<file path="src/rtl/rr_arbiter8.sv">
// rr_arbiter8: rotating-priority arbiter for 8 requesters with a forced-release hold counter.
// The search starts at the slot after the last owner, so no requester can starve.
module rr_arbiter8 #(
  parameter int MAX_HOLD = 15,
  parameter int CNT_W    = 4
) (
  input  logic       clk,
  input  logic       reset,
  input  logic [7:0] req,
  input  logic       done,
  output logic [7:0] gnt,
  output logic [2:0] gnt_idx,
  output logic       gnt_valid,
  output logic       timeout
);
  typedef enum logic {IDLE, BUSY} state_t;
  state_t           r_state, w_state;
  logic [2:0]       r_ptr, w_ptr, r_idx, w_idx, w_off, w_pick;
  logic [CNT_W-1:0] r_cnt, w_cnt;
  logic [7:0]       r_gnt, w_gnt, w_rot;
  logic [15:0]      w_dbl;
  logic             r_valid, w_valid, r_to, w_to, w_rel, w_tmo;
  // Rotate so bit 0 is the current highest-priority requester, then take the lowest set bit.
  always_comb begin
    w_dbl = {req, req} >> r_ptr;
    w_rot = w_dbl[7:0];
    w_off = '0;
    for (int k = 7; k >= 0; k--)
      if (w_rot[k]) w_off = 3'(k);
    w_pick = r_ptr + w_off;
  end
  always_comb begin
    w_state = r_state;
    w_ptr   = r_ptr;
    w_idx   = r_idx;
    w_cnt   = r_cnt;
    w_valid = r_valid;
    w_to    = 1'b0;
    w_rel   = done || !req[r_idx];
    w_tmo   = r_cnt == CNT_W'(MAX_HOLD - 1);
    if (r_state == IDLE) begin
      if (|req) begin
        w_state = BUSY;
        w_idx   = w_pick;
        w_valid = 1'b1;
        w_cnt   = '0;
      end
    end else if (w_rel || w_tmo) begin
      w_state = IDLE;
      w_ptr   = r_idx + 3'd1;
      w_idx   = '0;
      w_valid = 1'b0;
      w_cnt   = '0;
      w_to    = !w_rel;
    end else begin
      w_cnt = r_cnt + CNT_W'(1);
    end
    w_gnt = w_valid ? 8'(1) << w_idx : 8'h00;
  end
  always_ff @(posedge clk or posedge reset) begin
    if (reset) begin
      r_state <= IDLE;
      r_ptr   <= '0;
      r_idx   <= '0;
      r_cnt   <= '0;
      r_gnt   <= '0;
      r_valid <= 1'b0;
      r_to    <= 1'b0;
    end else begin
      r_state <= w_state;
      r_ptr   <= w_ptr;
      r_idx   <= w_idx;
      r_cnt   <= w_cnt;
      r_gnt   <= w_gnt;
      r_valid <= w_valid;
      r_to    <= w_to;
    end
  end
  assign gnt       = r_gnt;
  assign gnt_idx   = r_idx;
  assign gnt_valid = r_valid;
  assign timeout   = r_to;
endmodule

</file>
<file path="config.mk">
export PLATFORM = sky130hd
export DESIGN_NAME = rr_arbiter8
export DESIGN_NICKNAME = d
export VERILOG_FILES = /design/src/rtl/rr_arbiter8.sv
export SDC_FILE = /design/constraint.sdc
export NUM_CORES = 1
export LEC_CHECK = 0
export CORE_ASPECT_RATIO = 1.25
export CORE_MARGIN = 2
export CORE_UTILIZATION = 35
export DETAILED_ROUTE_END_ITERATION = 6
export GPL_ROUTABILITY_DRIVEN = 0
export PLACE_DENSITY = 0.61
export SETUP_SLACK_MARGIN = 0.4
export SLEW_MARGIN = 20
export SYNTH_ARGS = -nofsm -noshare
export SYNTH_HDL_FRONTEND = slang
export SYNTH_SLANG_ARGS = --single-unit
</file>
<file path="constraint.sdc">
create_clock -name clk -period 3.5 [get_ports clk]
set_input_delay 0.35 -clock clk [delete_from_list [all_inputs] [get_ports clk]]
set_output_delay 0.35 -clock clk [all_outputs]
set_load 0.01 [all_outputs]
</file>
Word level (Yosys, flattened, before mapping)
Cells that the tools add are included.
W data, S select, Z words.
{ "op_classes": {"n_reduce_logical": 7, "order_cmp": 1, "n_eq_ne": 1, "shifts": 2, "addsub": 3, "n_mux": 25} }
{ "op_table": {"columns": ["operator", "n"], "rows": [
  ["$mux W3", 11],
  ["$shr A16 B3 Y8", 1],
  ["$mux W4", 3],
  ["$mux W1", 9],
  ["$mux W8", 1],
  ["$reduce_or A8 Y1", 1],
  ["$shl A1 B3 Y8 const A", 1],
  ["$add A4 B1 Y4 const B", 1],
  ["$eq A4 B4 Y1 const B", 1],
  ["$lt A3 B4 Y1 const B", 1],
  ["$add A3 B1 Y3 const B", 1],
  ["$add A3 B3 Y3", 1],
  ["$bmux W1 S3", 1],
  ["$logic_not A1 Y1", 2],
  ["$logic_or A1 B1 Y1", 2],
  ["$reduce_and A2 Y1", 1],
  ["$reduce_bool A2 Y1", 1]
]} }
{ "word_totals": {"output_inout_bits": 13, "elab_cells": 46, "inputBits": 11, "regBits": 21} }

Depth between registers and ports, before layout
Gate-level depths: netlist (run 1).
{ "logic_depth": {"ltp_word": 14, "mapped_depth": 16, "ltp_nobuf": 14} }

Least setup slack after synthesis (run 1)
No wires, ideal clock.
{ "synth_timing": {"path_type": "register to register", "startpoint": "reg r_ptr[0]", "endpoint": "reg r_gnt[5], in the netlist gnt[5]", "setup_slack_ps": 362, "path_stages_with_launch": 17, "synth_period_minus_slack_ps": 3138, "required_time_ps": 3422, "t_arrival_ps": 3060, "setup_time_ps": 78, "n_path_buf": 2, "path_cell_list": "dfrtp_1 buf_6 buf_6 mux2i_1 and3_1 a31oi_1 a211oi_1 a311oi_1 a21oi_1 a311oi_1 ha_1 inv_1 fa_1 xor2_1 a21oi_1 o31ai_4 a21boi_1"} }
{ "synth_via": {"elab_chain_len": 14} }
{ "synth_lines": {"columns": ["element", "line", "rtl"], "rows": [
  ["start, declared", "18", "logic [2:0] r_ptr, w_ptr, r_idx, w_idx, w_off, w_pick;"],
  ["start signal, assigned", "71", "r_ptr <= w_ptr;"],
  ["$shr A16 B3 Y8", "25", "w_dbl = {req, req} >> r_ptr;"],
  ["$mux W3 (8 in series)", "29", "if (w_rot[k]) w_off = 3'(k);"],
  ["$add A3 B3 Y3 (*)", "30", "w_pick = r_ptr + w_off;"],
  ["$mux W3 (*)", "42", "if (|req) begin"],
  ["$mux W3 (*)", "41", "if (r_state == IDLE) begin"],
  ["net w_idx[2]", "18", null],
  ["$shl A1 B3 Y8 (*)", "58", "w_gnt = w_valid ? 8'(1) << w_idx : 8'h00;"],
  ["$mux W8 (*)", "58", null],
  ["net w_gnt[5]", "20", "logic [7:0] r_gnt, w_gnt, w_rot;"],
  ["end signal, assigned", "74", "r_gnt <= w_gnt;"],
  ["end, declared", "20", null]
]} }
Mark *: on every way through the listed nets, which the timed path passes. The rest lies on a longest branch.
A chain may end at the register's enable or synchronous reset.

Worst setup path after layout (run 1)
Same ends and word-level chain as after synthesis.

==> out/results.ini, run 1 <==
[logic_synthesis]
ys_ff_latch = 21
synthesis.area_sq_um = 1628
synth_area_leaders = dfrtp_1 (32%), mux2i_1 (4.9%), nand2_1 (4.6%)
synth_top_cell_area_share_pct = 32.28
yosys.cell_count.top_type = dfrtp_1
yosys.area.top_type = dfrtp_1
synth-edff-count = 0
yosysWarnings = 0
ys_seq_area_share_pct = 32.28
syn_area_per_cell_sq_um = 9.249
synth_cell_types = 54
synth_ff_type = dfrtp_1
syn_inst = 176
synth.top_cells.by_count = dfrtp_1 (21), nand2_1 (20), a21oi_1 (12), nor2_1 (12), nand3_1 (11)
async_reset_ff_share_pct = 100.0
syn-num-nets = 192

[clock_tree]
cts_root_buf = clkbuf_8
clock-sinks = 21
numCtsBuffers = 3
clock_path_buffers = 2
clock_latency_ns = 0.26
htree_levels = 1
cts_tree = done
clk_pin_slew_ns = 0.07
postCtsHoldBufs = 0

[outcome]
status = finished clean

[power]
max-vdd-ir-drop_uv = 369.2
p_per_area_nw_per_um2 = 852.3
total_power_uw = 1910
power_leakage_uw = 0.0009584

[placed_design]
portBuffers = 23
dp_hpwl_mm = 2.953
postPlaceCellArea_sq_um = 2022
dp_slack_ns = -0.06931

[sta]
hold_viol = 0
min_period_ns = 3.287
rsz0062_at_grt = yes
slew_viol_final = 0
skew_ns = 0.002433
setup_violations = 0
fin_ws_ns = 0.2134
finalSetupTns_ns = 0
worstMarginPinSlew_ns = 0.7680
max-slew-margin-rel_pct = 48.74
fin_crit_sh_pct = 93.90
max_freq_mhz = 304.3

[finish]
fin_area_sq_um = 2241
drive_above_1_share_pct = 29.28
syn_to_final_growth_pct = 37.66
nFillCells = 418
diodes = 0
finalNetCount = 239
utilization_pct = 50.64

[critical_path]
crit_fanout = 6
critPathLaunchType = register
critPathRequiredTime_ns = 3.69
arrival_ns = 3.48
end_kind = register
crit_type = reg2reg

[floorplanning]
core-area_sq_um = 4425
die_w_um = 65.00
start_util_pct = 36.78
io_pins = 24
rows = 27
die_y_um = 80.25
die_area_sq_um = 5216

[grt]
gr-total-overflow = 0
grt_pass1_vias = 1523
grt_pass1_wl_mm = 6.775
antenna_found_initial = 0
grt_max_degree = 22
groute.usage.overall_pct = 16.53

[drt]
drc_errors = 0
routed_wl_mm = 4.079
via_per_inst = 5.471
vias = 1532
drt-initial-drc-count = 78
drt_pass1_iterations = 4
ant_nets = 0
avgRoutedWirePerCell_um = 14.57

[run]
drv_cap = 0

[hold_path]
hold_class = reg2reg

[cell families (layout without fill, tap and decap cells)]
family | after synthesis | after routing | synth area share, %
buf+inv | 13 | 58 | 5.303
simple gates | 82 | 82 | 28.98
compound gates | 43 | 44 | 20.14
flops | 21 | 21 | 32.28
xor+xnor | 2 | 2 | 1.076
fa+ha+maj | 5 | 5 | 4.305
mux | 10 | 10 | 7.917
[worst paths after layout]
| path | depth (start not counted) | end | slack (ns) | from |
|---|---|---|---|---|
| max in group asynchronous | 2 | gnt[4] | 2.49 | reset |
| worst min-delay path | 1 | r_cnt[3] | 0.49 | r_cnt[3] |
| worst max-delay path | 16 | gnt[5] | 0.21 | r_ptr[0] |
| min in group asynchronous | 2 | r_cnt[0] | 0.53 | reset |
| worst max register to register | 16 | gnt[5] | 0.21 | r_ptr[0] |
| worst min register to register | 1 | r_cnt[3] | 0.49 | r_cnt[3] |
[registers in the layout, indices dropped and copies added, names as in the netlist]
signal,flops
gnt_valid,1
r_state,1
gnt_idx,3
r_ptr,3
gnt,8
timeout,1
r_cnt,4
[per-layer routing]
layer / GRT usage [%] / routed length [um] / vias up
met5: 0 / 0 / -
met1: 18.34 / 1686 / 729
met4: 9.574 / 137 / 0
met2: 30.21 / 2134 / 43
met3: 1.681 / 121 / 12
li1: - / - / 748
[placed cells by master, fill, tap and decap left out, types with 8 or more instances in the layout]
master / count
nand2_1: 19
buf_4: 22
o21ai_0: 8
clkdlybuf4s50_1: 20
nor2_1: 12
nor3_1: 8
nand3_1: 11
dfrtp_1: 21
mux2i_1: 8
a21oi_1: 8
[stage by stage]
stage / hold WS (ns) / std cells
6_report: 0.4904 / 280
5_1_grt: 0.5156 / 280
4_1_cts: 0.4836 / 279
3_5_place_dp: 0.4733 / 269
3_3_place_gp: 0.4689 / 269
2_1_floorplan: 0.3265 / 176
[power breakdown]
group          switching, uW  internal [uW]  leakage, uW
sequential              83.4            322     0.000275
combinational            695            654     0.000658
clock                   76.7           79.2    0.0000255
total                    855           1050     0.000958
[worst max-delay path: stages (launching register included)]
cell,delay (ns)
dfrtp_1,0.40
buf_12,0.15
buf_8,0.13
nand2_4,0.05
nor3b_4,0.21
a21oi_2,0.06
or2_4,0.27
a311oi_2,0.24
a21oi_1,0.07
a311oi_1,0.23
ha_2,0.23
inv_2,0.04
fa_2,0.37
xor2_4,0.18
and3_4,0.18
o31ai_4,0.23
a21boi_2,0.19
[repair_timing]
| item | CTS | global route |
|---|---|---|
| buffers inserted | 5 | 1 |
| cloned | 1 | 0 |
| setup endpoints to repair | 9 | 10 |
| resized for setup | 20 | 8 |
| pin swaps | 2 | 5 |
[layout make-up]
class                   instances  area, sq um  area share (%)
clock buffers                   3        41.29           1.843
clock inverters                 1        5.005          0.2233
inverters                       6        22.52           1.005
multi-input cells             143         1129           50.36
flip-flops and latches         21        525.5           23.45
well taps                      58        72.57           3.238
repair buffers                 48        445.4           19.88
No activity file was read; power rests on OpenSTA's default activity.
==> run 2: changes to the inputs <==
--- a/config.mk
+++ b/config.mk
@@ -11,7 +11,6 @@
 export DETAILED_ROUTE_END_ITERATION = 6
 export GPL_ROUTABILITY_DRIVEN = 0
 export PLACE_DENSITY = 0.61
-export SETUP_SLACK_MARGIN = 0.4
 export SLEW_MARGIN = 20
 export SYNTH_ARGS = -nofsm -noshare
 export SYNTH_HDL_FRONTEND = slang
==> out/results.ini, run 2 (synthesis results as in run 1) <==
[outcome]
status = finished clean

[clock_tree]
clock_latency_ns = 0.26  ; about the same
clock-sinks = 21  ; unchanged
clock_path_buffers = 2  ; unchanged
numCtsBuffers = 3  ; unchanged
cts_root_buf = clkbuf_8
htree_levels = 1  ; unchanged
postCtsHoldBufs = 0  ; unchanged
clk_pin_slew_ns = 0.08  ; about the same
cts_tree = done

[grt]
grt_pass1_wl_mm = 6.541  ; -3.5%
grt_max_degree = 22  ; unchanged
use_met3_pct = 1.401  ; -0.28 points
grt_pass1_vias = 1424  ; -6.5%
antenna_found_initial = 0  ; unchanged
top_usage_layer = met2
gr-total-overflow = 0  ; unchanged
use_met1_pct = 18.69  ; +0.35 points
groute.usage.overall_pct = 16.00  ; -0.53 points
grtUsageMet2_pct = 30.10  ; -0.10 points

[critical_path]
crit_fanout = 7  ; +1
startpoint = r_ptr[0]
cp_common_cell = a21oi_1
r2r_start = r_ptr[0]
critPathRequiredTime_ns = 3.70  ; about the same
cp_slowest_stage_delay_ns = 0.47  ; +0.07 ns
path_buf_inv = 2  ; -1
critPathLaunchType = register
arrival_ns = 3.61  ; +0.13 ns
critPathSlowestCell = dfrtp_2
crit_type = reg2reg
end_kind = register
path_delay_family = compound AO/OA/AOI/OAI gates
worstPathCellList = buf_6 > nor2b_1 > a21oi_1 > a21oi_1 > or2_4 > a311oi_2 > a21oi_1 > a311oi_1 > ha_2 > inv_1 > fa_2 > xor2_2 > and3_4 > o31ai_4 > a21boi_2

[power]
total_power_uw = 1830  ; -4.2%
max-vdd-ir-drop_uv = 426.2  ; +15%
p_per_area_nw_per_um2 = 844.2  ; -0.95%
power_leakage_uw = 0.0009273  ; -3.2%

[run]
drv_cap = 0  ; unchanged

[finish]
layout_commonest_cell = clkdlybuf4s50_1
diodes = 0  ; unchanged
nFillCells = 430  ; +2.9%
drive_above_1_share_pct = 27.73  ; -1.6 points
fin_cells = 278  ; -0.71%
syn_to_final_growth_pct = 33.21
largest_reg_flops = 8  ; unchanged
mostFrequentLayoutCells = clkdlybuf4s50_1 (22), nand2_1 (20), dfrtp_1 (20), buf_4 (20), nor2_1 (12)
finalNetCount = 237  ; -0.84%

[floorplanning]
io_pins = 24  ; unchanged
core-area_sq_um = 4425  ; unchanged
die_w_um = 65.00  ; unchanged
rows = 27  ; unchanged
start_util_pct = 36.78  ; unchanged
die_area_sq_um = 5216  ; unchanged
die_y_um = 80.25  ; unchanged

[drt]
routed_wl_mm = 4.146  ; +1.6%
drt_pass1_iterations = 4  ; unchanged
vias = 1534  ; +0.13%
drt-initial-drc-count = 92  ; +18%
via_per_inst = 5.518  ; +0.85%
drc_errors = 0  ; unchanged
avgRoutedWirePerCell_um = 14.91  ; +2.4%
ant_nets = 0  ; unchanged

[sta]
slew_viol_final = 0  ; unchanged
rsz0062_at_grt = yes
finalSetupTns_ns = 0  ; unchanged
max-slew-margin-rel_pct = 47.57  ; -1.2 points
fin_ws_ns = 0.08398  ; -0.1294 ns
max_freq_mhz = 292.7  ; -3.8%
min_period_ns = 3.416  ; +0.1294 ns
skew_ns = 0.003375  ; +0.0009424 ns
setup_violations = 0  ; unchanged
worstMarginPinSlew_ns = 0.7856  ; +0.01766 ns
fin_crit_sh_pct = 97.60  ; +3.7 points
hold_viol = 0  ; unchanged

[hold_path]
hold_start = r_cnt[3]
hold_class = reg2reg

[placed_design]
portBuffers = 23  ; unchanged
dp_slack_ns = -0.1358  ; -0.06649 ns
dp_hpwl_mm = 3.004  ; +1.7%
place_inst = 270  ; +0.37%

[run 2: where the power goes]
group / leakage [uW] / switching [uW] / internal (uW) / total [uW]
combinational: 0.000627 / 653 / 601 / 1250
clock: 0.0000255 / 81.7 / 79.4 / 161
sequential: 0.000274 / 92.0 / 323 / 415
[run 2: layer usage]
layer,vias up,wire [um],part of all wire [%]
met5,-,0,0
met4,0,81,2.0
met3,9,114,2.7
met2,31,2176,52
met1,751,1774,43
li1,743,-,-
[run 2: through the flow]
step                      cell area (sq um)  util, %  hold slack, ns
after floorplan                        1628        -          0.3265
after global placement                 2017    45.58          0.4686
after detailed placement               2017    45.58          0.4793
after CTS                              2064    46.65          0.4899
after global routing                   2168    49.00          0.4990
final                                  2168    49.00          0.4948
[run 2: timing repair]
action / CTS / global route
setup buffers: 0 / 3
gates resized for setup: 1 / 16
setup endpoints to repair: 4 / 8
pin swaps: 0 / 4
endpoints found under the hold margin: 0 / 0
cloned: 0 / 1
[run 2: area by class of cell]
class / instances / area [sq um] / area share, %
Timing Repair Buffer: 46 / 416.7 / 19.22
Multi-Input combinational cell: 143 / 1084 / 49.97
Clock buffer: 3 / 41.29 / 1.904
Sequential cell: 21 / 526.8 / 24.29
Tap cell: 58 / 72.57 / 3.347
Clock inverter: 1 / 5.005 / 0.2308
Inverter: 6 / 22.52 / 1.039
[run 2: path summary, 6_finish.rpt]
check | endpoint | slack (ns) | cells past startpoint
min in group asynchronous | timeout | 0.53 | 2
setup / recovery | gnt[5] | 0.08 | 15
hold / removal | r_cnt[3] | 0.49 | 1
setup reg to reg | gnt[5] | 0.08 | 15
hold reg to reg | r_cnt[3] | 0.49 | 1
max in group asynchronous | r_ptr[0] | 2.43 | 2
==> run 3: changes to the inputs <==
--- a/config.mk
+++ b/config.mk
@@ -5,12 +5,15 @@
 export SDC_FILE = /design/constraint.sdc
 export NUM_CORES = 1
 export LEC_CHECK = 0
+export CELL_PAD_IN_SITES_DETAIL_PLACEMENT = 1
+export CELL_PAD_IN_SITES_GLOBAL_PLACEMENT = 1
 export CORE_ASPECT_RATIO = 1.25
 export CORE_MARGIN = 2
 export CORE_UTILIZATION = 35
 export DETAILED_ROUTE_END_ITERATION = 6
 export GPL_ROUTABILITY_DRIVEN = 0
-export PLACE_DENSITY = 0.61
+export PLACE_DENSITY = 0.74
+export SETUP_SLACK_MARGIN = 0.15
 export SLEW_MARGIN = 20
 export SYNTH_ARGS = -nofsm -noshare
 export SYNTH_HDL_FRONTEND = slang
==> out/results.ini, run 3 (synthesis results as in run 1) <==
[power]
switchingPower_uw = 880.5  ; +6.5%
power_leakage_uw = 0.0009199  ; -0.80%
total_power_uw = 1885  ; +3.0%
clockPowerShare_pct = 8.5  ; -0.3 points
switching_share_pct = 46.72  ; +1.6 points
p_comb_share_pct = 68.7  ; +0.2 points
seqPwrFrac_pct = 22.8  ; about the same
max-vdd-ir-drop_uv = 303.5  ; -29%
p_int_uw = 1004  ; about the same
p_per_area_nw_per_um2 = 857.3  ; +1.6%

[grt]
grt_pass1_vias = 1704  ; +20%
gr-total-overflow = 0  ; unchanged
grt_pass1_wl_mm = 7.762  ; +19%
groute.usage.overall_pct = 19.09  ; +3.1 points
antenna_found_initial = 0  ; unchanged
grt_max_degree = 22  ; unchanged

[floorplanning]
rows = 27  ; unchanged
die_w_um = 65.00  ; unchanged
start_util_pct = 36.78  ; unchanged
die_area_sq_um = 5216  ; unchanged
die_y_um = 80.25  ; unchanged
io_pins = 24  ; unchanged
core-area_sq_um = 4425  ; unchanged

[finish]
fin_cells = 277  ; -0.36%
drive_above_1_share_pct = 29.22  ; +1.5 points
fin_area_sq_um = 2198  ; +1.4%
mostFrequentLayoutCells = clkdlybuf4s50_1 (21), buf_4 (20), nand2_1 (19), dfrtp_1 (19), nor2_1 (12)
largest_reg_flops = 8  ; unchanged
layout_commonest_cell = clkdlybuf4s50_1
diodes = 0  ; unchanged
syn_to_final_growth_pct = 35.05
finalNetCount = 236  ; -0.42%

[clock_tree]
htree_levels = 1  ; unchanged
cts_root_buf = clkbuf_8
clock_path_buffers = 2  ; unchanged
postCtsHoldBufs = 0  ; unchanged
clock-sinks = 21  ; unchanged
clock_latency_ns = 0.26  ; about the same
cts_tree = done
numCtsBuffers = 3  ; unchanged
clk_pin_slew_ns = 0.08  ; about the same

[critical_path]
critPathRequiredTime_ns = 3.70  ; about the same
r2r_start = r_ptr[0]
crit_fanout = 7  ; unchanged
rr_worst_depth = 15  ; unchanged
path_delay_family = compound AO/OA/AOI/OAI gates
startpoint = r_ptr[0]
worstPathCellList = clkbuf_4 > nand2_2 > nor3b_2 > a21oi_1 > or2_2 > a311oi_2 > a21oi_1 > a311oi_1 > ha_2 > inv_2 > fa_2 > xor2_2 > and3_4 > o31ai_4 > a21boi_2
cp_common_cell = a21oi_1
crit_type = reg2reg
path_buf_inv = 2  ; unchanged
end_kind = register
critPathLaunchType = register
cp_slowest_stage_delay_ns = 0.42  ; -0.05 ns
critPathSlowestCell = dfrtp_2
arrival_ns = 3.55  ; -0.06 ns
cp.depth = 15  ; unchanged

[run]
drv_cap = 0  ; unchanged

[sta]
worstMarginPinSlew_ns = 0.7603  ; -0.02533 ns
slew_viol_final = 0  ; unchanged
hold_viol = 0  ; unchanged
hold_ws_ns = 0.5004  ; +0.005634 ns
max_freq_mhz = 298.5  ; +2.0%
max-slew-margin-rel_pct = 49.26  ; +1.7 points
skew_ns = 0.002198  ; -0.001177 ns
fin_crit_sh_pct = 95.72  ; -1.9 points
min_period_ns = 3.350  ; -0.06576 ns
finalSetupTns_ns = 0  ; unchanged
setup_violations = 0  ; unchanged
rsz0062_at_grt = yes

[outcome]
status = finished clean

[drt]
vias = 1543  ; +0.59%
drc_errors = 0  ; unchanged
drt-initial-drc-count = 69  ; -25%
ant_nets = 0  ; unchanged
via_per_inst = 5.570  ; +0.95%
routed_wl_mm = 4.766  ; +15%
avgRoutedWirePerCell_um = 17.21  ; +15%
drt_pass1_iterations = 4  ; unchanged

[placed_design]
dp_hpwl_mm = 3.672  ; +22%
place_inst = 269  ; -0.37%
portBuffers = 23  ; unchanged
postPlaceCellArea_sq_um = 2009  ; -0.37%

[hold_path]
min_path_cells = 1  ; unchanged
hold_start = r_cnt[3]
hold_class = reg2reg

-- run 3: final cells by class --
class	instances	area, sq um
Tap cell	58	72.57
Inverter	6	22.52
Clock buffer	4	45.04
Fill cell	517	2227
Sequential cell	21	528.0
Multi-Input combinational cell	143	1122
Timing Repair Buffer	45	407.9
-- run 3: final timing paths --
| kind | endpoint | slack (ns) |
|---|---|---|
| setup reg to reg | gnt[5] | 0.15 |
| hold / removal | r_cnt[3] | 0.50 |
| setup / recovery | gnt[5] | 0.15 |
| min in group asynchronous | gnt[3] | 0.53 |
| hold reg to reg | r_cnt[3] | 0.50 |
| max in group asynchronous | r_ptr[0] | 2.44 |
-- run 3: per-layer routing --
layer  routed length, um  up-vias  GRT usage, %
li1                    -      733             -
met1                1847      776         19.36
met2                2746       29         38.14
met3                 111        5         1.961
met4                  61        0         8.723
met5                   0        -             0
-- run 3: worst reg2reg max path, delay by kind of cell (launching register included) --
family,cells,cell delay (ns)
xor gates and xnor gates,1,0.17
AOI/OAI and AO/OA,6,1.08
DFF,1,0.42
and+or+nand+nor,4,0.82
buffers and inverters,2,0.22
adders and majority gates,2,0.56
-- run 3: timing repair --
| action | 4_1_cts | 5_1_grt |
|---|---|---|
| setup endpoints to repair | 9 | 9 |
| gates cloned | 1 | 0 |
| resized for setup | 3 | 22 |
| setup buffers | 0 | 3 |
| pin swaps | 1 | 6 |
-- run 3: power groups by stage --
stage | Clock (uW) | Sequential [uW] | Combinational [uW]
finish | 161 | 430 | 1290
global route | 174 | 444 | 1410
CTS | 164 | 451 | 1130
detailed placement | 0 | 454 | 1080
global placement | 0 | 446 | 1030
floorplan | 0 | 400 | 792
-- run 3: per-stage QoR --
step | utilization, % | worst slack [ns]
final | 49.67 | 0.1497
after CTS | 47.02 | 0.1347
after global routing | 49.67 | -0.01275
after global placement | 45.41 | -0.03100
after floorplan | - | 0.3620
after detailed placement | 45.41 | -0.1892
